`src/rtl/mem_wb_stage_if.sv`:
```
// Data-memory request/acknowledge bus between the MEM/WB stage (master) and the memory (slave).
interface mem_wb_stage_if #(
    parameter int ADDR_W = 16,
    parameter int DATA_W = 48
);
    logic              memReq;
    logic              memWe;
    logic [ADDR_W-1:0] memAddr;
    logic [DATA_W-1:0] memWData;
    logic              memAck;
    logic [DATA_W-1:0] memRData;

    modport master (output memReq, memWe, memAddr, memWData, input memAck, memRData);
    modport slave  (input memReq, memWe, memAddr, memWData, output memAck, memRData);
endinterface

```
`src/rtl/mem_wb_stage.sv`:
```
// MEM/WB pipeline stage: M register, req/ack data-memory access with stall, W register with bubbles.
// Optional macro MEM_TIMEOUT_EN adds a WAIT-state watchdog that aborts a stuck access and sets memErr.
module mem_wb_stage #(
    parameter int ADDR_W  = 16,
    parameter int DATA_W  = 48,
    parameter int TIMEOUT = 255
) (
    input  logic              clk,
    input  logic              rst,
    input  logic              regWriteE,
    input  logic              PCSrcE,
    input  logic              memToRegE,
    input  logic              memWriteE,
    input  logic [3:0]        WA3E,
    input  logic [DATA_W-1:0] postAluResult,
    input  logic [DATA_W-1:0] srcB,
    mem_wb_stage_if.master    mem,
    output logic [DATA_W-1:0] resultW,
    output logic [3:0]        WA3W,
    output logic              regWriteW,
    output logic              PCSrcW,
    output logic              stallM,
    output logic              memErr
);
    typedef enum logic {S_IDLE, S_WAIT} state_t;

    typedef struct packed {
        logic              reg_write;
        logic              pcsrc;
        logic              mem_to_reg;
        logic              mem_write;
        logic [3:0]        wa3;
        logic [DATA_W-1:0] alu;
        logic [DATA_W-1:0] srcb;
    } m_t;

    typedef struct packed {
        logic              reg_write;
        logic              pcsrc;
        logic [3:0]        wa3;
        logic [DATA_W-1:0] result;
    } w_t;

    state_t state_q, state_d;
    m_t     m_q, m_d;
    w_t     w_q, w_d;
    logic   mem_req;
    logic   timeout_hit;

    // NOTE: asynchronous reset and non-blocking updates so every register samples pre-edge values.
    always_ff @(posedge clk or negedge rst) begin
        if (!rst) state_q <= S_IDLE;
        else      state_q <= state_d;
    end

    always_comb begin
        // NOTE: default first so no path through the case leaves state_d unassigned (no latch).
        state_d = state_q;
        unique case (state_q)
            S_IDLE:  if (mem_req && !mem.memAck) state_d = S_WAIT;
            S_WAIT:  if ((mem_req && mem.memAck) || timeout_hit) state_d = S_IDLE;
            default: state_d = S_IDLE;
        endcase
    end

    // A store with memToReg also set is still a store; the request drops once the watchdog fires.
    always_comb begin
        mem_req = (m_q.mem_write | m_q.mem_to_reg) & ~timeout_hit;
        stallM  = mem_req & ~mem.memAck;
    end

    assign mem.memReq   = mem_req;
    assign mem.memWe    = mem_req & m_q.mem_write;
    assign mem.memAddr  = m_q.alu[ADDR_W-1:0];
    assign mem.memWData = m_q.srcb;

`ifdef MEM_TIMEOUT_EN
    localparam int CNT_W = ($clog2(TIMEOUT + 1) > 8) ? $clog2(TIMEOUT + 1) : 8;

    logic [CNT_W-1:0] cnt_q, cnt_d;
    logic             err_q;

    assign timeout_hit = (state_q == S_WAIT) && (cnt_q == CNT_W'(TIMEOUT));
    assign cnt_d       = (state_q == S_WAIT) ? cnt_q + CNT_W'(1) : '0;

    always_ff @(posedge clk or negedge rst) begin
        if (!rst) begin
            cnt_q <= '0;
            err_q <= 1'b0;
        end else begin
            cnt_q <= cnt_d;
            err_q <= err_q | timeout_hit;
        end
    end

    assign memErr = err_q;
`else
    assign timeout_hit = 1'b0;
    assign memErr      = 1'b0;
`endif

    always_comb begin
        m_d = m_q;
        if (!stallM) begin
            m_d.reg_write  = regWriteE;
            m_d.pcsrc      = PCSrcE;
            m_d.mem_to_reg = memToRegE;
            m_d.mem_write  = memWriteE;
            m_d.wa3        = WA3E;
            m_d.alu        = postAluResult;
            m_d.srcb       = srcB;
        end
    end

    // Stalled cycles leave a bubble in W: data held, write and branch enables dropped.
    always_comb begin
        w_d           = w_q;
        w_d.reg_write = 1'b0;
        w_d.pcsrc     = 1'b0;
        if (!stallM) begin
            w_d.reg_write = m_q.reg_write & ~timeout_hit;
            w_d.pcsrc     = m_q.pcsrc;
            w_d.wa3       = m_q.wa3;
            w_d.result    = (m_q.mem_to_reg && !m_q.mem_write && mem_req && mem.memAck)
                          ? mem.memRData : m_q.alu;
        end
    end

    always_ff @(posedge clk or negedge rst) begin
        if (!rst) begin
            m_q <= '0;
            w_q <= '0;
        end else begin
            m_q <= m_d;
            w_q <= w_d;
        end
    end

    assign resultW   = w_q.result;
    assign WA3W      = w_q.wa3;
    assign regWriteW = w_q.reg_write;
    assign PCSrcW    = w_q.pcsrc;
endmodule

```
`src/flat_wrapper.sv`:
```
// flat-port wrapper written by rule: the top's interface ports become plain ports
module mem_wb_stage_flat 
#(
    parameter int ADDR_W  = 16,
    parameter int DATA_W  = 48,
    parameter int TIMEOUT = 255
)
  (clk, rst, regWriteE, PCSrcE, memToRegE, memWriteE, WA3E, postAluResult, srcB, resultW, WA3W, regWriteW, PCSrcW, stallM, memErr, mem_memReq, mem_memWe, mem_memAddr, mem_memWData, mem_memAck, mem_memRData);
  mem_wb_stage_if #(.ADDR_W(ADDR_W), .DATA_W(DATA_W)) mem_i ();
  input  logic clk;
  input  logic rst;
  input  logic regWriteE;
  input  logic PCSrcE;
  input  logic memToRegE;
  input  logic memWriteE;
  input  logic [3:0] WA3E;
  input  logic [DATA_W-1:0] postAluResult;
  input  logic [DATA_W-1:0] srcB;
  output logic [DATA_W-1:0] resultW;
  output logic [3:0] WA3W;
  output logic regWriteW;
  output logic PCSrcW;
  output logic stallM;
  output logic memErr;
  output wire logic [$bits(mem_i.memReq)-1:0] mem_memReq;
  output wire logic [$bits(mem_i.memWe)-1:0] mem_memWe;
  output wire logic [$bits(mem_i.memAddr)-1:0] mem_memAddr;
  output wire logic [$bits(mem_i.memWData)-1:0] mem_memWData;
  input wire logic [$bits(mem_i.memAck)-1:0] mem_memAck;
  input wire logic [$bits(mem_i.memRData)-1:0] mem_memRData;
  assign mem_memReq = mem_i.memReq;
  assign mem_memWe = mem_i.memWe;
  assign mem_memAddr = mem_i.memAddr;
  assign mem_memWData = mem_i.memWData;
  assign mem_i.memAck = mem_memAck;
  assign mem_i.memRData = mem_memRData;
  mem_wb_stage #(.ADDR_W(ADDR_W), .DATA_W(DATA_W), .TIMEOUT(TIMEOUT)) u_core (.clk(clk), .rst(rst), .regWriteE(regWriteE), .PCSrcE(PCSrcE), .memToRegE(memToRegE), .memWriteE(memWriteE), .WA3E(WA3E), .postAluResult(postAluResult), .srcB(srcB), .mem(mem_i), .resultW(resultW), .WA3W(WA3W), .regWriteW(regWriteW), .PCSrcW(PCSrcW), .stallM(stallM), .memErr(memErr));
endmodule
```
`config.mk`:
```
export PLATFORM = sky130hd
export DESIGN_NAME = mem_wb_stage_flat
export DESIGN_NICKNAME = d
export VERILOG_FILES = /design/src/rtl/mem_wb_stage_if.sv /design/src/rtl/mem_wb_stage.sv /design/src/flat_wrapper.sv
export SDC_FILE = /design/constraint.sdc
export NUM_CORES = 1
export LEC_CHECK = 0
export CAP_MARGIN = 5
export CORE_MARGIN = 1
export CORE_UTILIZATION = 25
export CTS_BUF_LIST = sky130_fd_sc_hd__clkbuf_4 sky130_fd_sc_hd__clkbuf_8
export DETAILED_ROUTE_END_ITERATION = 16
export GPL_TIMING_DRIVEN = 0
export PLACE_DENSITY = 0.46
export SYNTH_ARGS = -nofsm -noshare
export SYNTH_HDL_FRONTEND = slang
export SYNTH_SLANG_ARGS = --single-unit
```
`constraint.sdc`:
```
create_clock -name clk -period 4.3 [get_ports clk]
set_input_delay 0.645 -clock clk [delete_from_list [all_inputs] [get_ports clk]]
set_output_delay 0.645 -clock clk [all_outputs]
set_load 0.05 [all_outputs]
```
==> results.cfg <==
[status]
status = complete, no violations

[routing]
first_pass_iters = 4
drc = 0
vias_per_cell = 4.45
route.antenna.remaining_nets = 0
wl_per_cell_um = 18.2
wirelength_um = 26200
drt-initial-drc-count = 237
vias = 6397

[timing]
maxSlewViolCount = 0
tightestPinTransition_ps = 738
hold_violations = 0
max_clock_freq_mhz = 294
grt_setup_unrepaired = no
fin_ws_ps = 900
setup_viol = 0
max-slew-margin-rel_pct = 50.8
skew_ps = 22.5
period_needed_ps = 3400
setup_tns_ps = 0
final.period_utilization_pct = 79.1

[place]
pre_cts_ws_ps = 867
portBuffers = 275
hpwlAfterDp_um = 18300
dp.cells = 1405
gp_congestion = 0.744
placed_area_um2 = 11000

[power_and_ir_drop]
power_w = 0.00499
max-vdd-ir-drop_mv = 0.164
pwr-share-comb_pct = 39.4
p_switching_w = 0.00196
p_seq_share_pct = 37.0
p_sw_share_pct = 39.3
p_leak_nw = 4.92
p_int_w = 0.00303
pwr-share-clk_pct = 23.6
p_per_area_nw_per_um2 = 437

[logic_synthesis]
seq_area_frac_synth_pct = 51.0
synth-edff-count = 0
synth_compound_area_share_pct = 15.5
ys_types = 23
synth-seq-cells = 158
synth-simple-area-share_pct = 10.2
synth_top_cell_area_share_pct = 51.0
yosysMostFrequentCell = dfrtp_1
synthCells = 733
syn_avg_cell_area_um2 = 10.6
synth_top_family_by_area = compound AO/OA/AOI/OAI gates
synth_fp_nets = 888
syn_area_um2 = 7750
synthFlopType = dfrtp_1
synth_area_leaders = dfrtp_1 51%, mux2_4 9.5%, buf_4 6.7%
yosysWarnings = 0
muxShareOfSynthArea_pct = 10.8
ys_top_cells_by_count = 158 x dfrtp_1, 69 x buf_4, 49 x inv_1, 49 x mux2_4
yosys.area.top_type = dfrtp_1
synthXorXnorAreaFrac_pct = 0
synthAdderAreaFrac_pct = 0
synthArstFlopShare_pct = 100

[clock_tree]
clk_pin_slew_ps = 100
cts_buffer_depth = 2
cts_tree = yes
cts_resized = 0
clk_latency_ps = 450
cts_sinks = 158
ctsHtreeMaxLevel = 4
cts_buffers = 17
post_cts_buffers = 0
cts-root-buf = clkbuf_8
cts_hold_buf = 0

[setup_path]
worstSetupPathType = input port to primary output
endpoint_kind = primary output
max_stage_delay_ps = 820
critPathSlowestCell = clkdlybuf4s50_1
startpoint_type = input port
worstPathRequired_ps = 3650
cp_cell_sequence = clkdlybuf4s50_1 -> or2_4 -> inv_4 -> buf_6 -> clkdlybuf4s50_1
worst_path_most_repeated_cell = clkdlybuf4s50_1
cp_max_fo = 10
arrival_ps = 2750

[grt]
grt_pass1_vias = 6712
top_usage_layer = met2
antenna_found_initial = 3
grt.met3_usage_pct = 4.82
grt_pass1_wl_um = 39700
grt-ovfl-total = 0
grt.total_usage_pct = 16.7
met1_usage_pct = 22.5
met2_usage_pct = 26.2
grt_max_degree = 81

[die]
dieWidth_um = 178
rows = 64
ioPinCount = 277
die_area_um2 = 31700
die_h_um = 178
core-area_um2 = 30500
initial_core_util_pct = 25.4

[final_layout]
drive_gt1_share_pct = 17.3
fin_cells = 1438
final_area_um2 = 11400
area_delta_synth_final_pct = 47.6
nNetsFinal = 1183

[job]
cap_violations = 0

[min_path]
worst_hold_path_type = input port to async pin
## cells in the final DEF, fill, tap and decap left out, drive strengths merged, types with 4 or more instances in the layout
cell / instances
nand2: 4
a21oi: 48
a221o: 48
clkbuf: 43
nor2b: 48
inv: 57
clkdlybuf4s50: 274
dfrtp: 158
o21ai: 96
nor3: 48
clkinv: 5
buf: 97
mux2: 58
nor2: 49
## power groups by stage
stage,Clock (W),Sequential (W),Combinational [W]
finish,0.00118,0.00185,0.00197
global route,0.00129,0.00188,0.00209
CTS,0.00123,0.00185,0.00199
detailed placement,0,0.00187,0.00199
global placement,0,0.00188,0.00198
floorplan,0,0.00222,0.000895
## through the flow
stage | hold slack, ps | utilization [%]
floorplan | 349 | -
global placement | 458 | 36.0
detailed placement | 462 | 36.1
CTS | 166 | 37.5
global route | 177 | 37.5
finish | 161 | 37.5
## sequential cells by signal (all words and copies together), names as in the netlist
register and cells:
u_core.PCSrcW 1, u_core.regWriteW 1, u_core.mem.memAddr 16, u_core.mem.memWData 48, u_core.WA3W 4, u_core.resultW 48
u_core.m_q 40
## routing by layer
| metal | routed length, µm | share of wire [%] | vias up |
|---|---|---|---|
| met5 | 34 | 0.13 | - |
| met4 | 280 | 1.1 | 4 |
| met3 | 1800 | 6.9 | 18 |
| met2 | 12100 | 46 | 206 |
| met1 | 12000 | 46 | 3110 |
| li1 | - | - | 3059 |
## worst max-delay path, delay by kind of cell
| kind | cells | cell delay, ps |
|---|---|---|
| buf+inv | 4 | 1740 |
| simple gates | 1 | 350 |
## cells by family (layout without fill, tap and decap cells)
family | count (synthesis) | count (layout)
simple gates | 155 | 155
compound gates | 192 | 192
mux | 58 | 58
other cells | 1 | 2
flops | 158 | 158
buf+inv | 169 | 477
## worst paths after layout
| check | from | endpoint | slack, ps | depth (start not counted) |
|---|---|---|---|---|
| max in group asynchronous | rst | u_core.mem.memAddr[6]$_DFFE_PN0N_ | 3250 | 2 |
| worst min-delay path | rst | u_core.mem.memWData[24]$_DFFE_PN0N_ | 160 | 1 |
| worst max-delay path | mem_memAck | stallM | 900 | 5 |
| min in group clk | u_core.m_q[103]$_DFFE_PN0N_ | u_core.regWriteW$_DFF_PN0_ | 490 | 1 |
| worst min register to register | u_core.m_q[103]$_DFFE_PN0N_ | u_core.regWriteW$_DFF_PN0_ | 490 | 1 |
| worst max register to register | u_core.m_q[100]$_DFFE_PN0N_ | u_core.resultW[37]$_DFFE_PN0N_ | 2360 | 4 |
## cell type report
| type | count | area (µm²) |
|---|---|---|
| Clock buffer | 19 | 262 |
| Antenna cell | 1 | 2.50 |
| Tap cell | 396 | 495 |
| Multi-Input combinational cell | 406 | 2830 |
| Clock inverter | 13 | 146 |
| Fill cell | 3097 | 19100 |
| Sequential cell | 158 | 3950 |
| Buffer | 119 | 774 |
| Inverter | 50 | 190 |
| Timing Repair Buffer | 276 | 2790 |
Note: power is estimated with default switching activity, not from simulation.
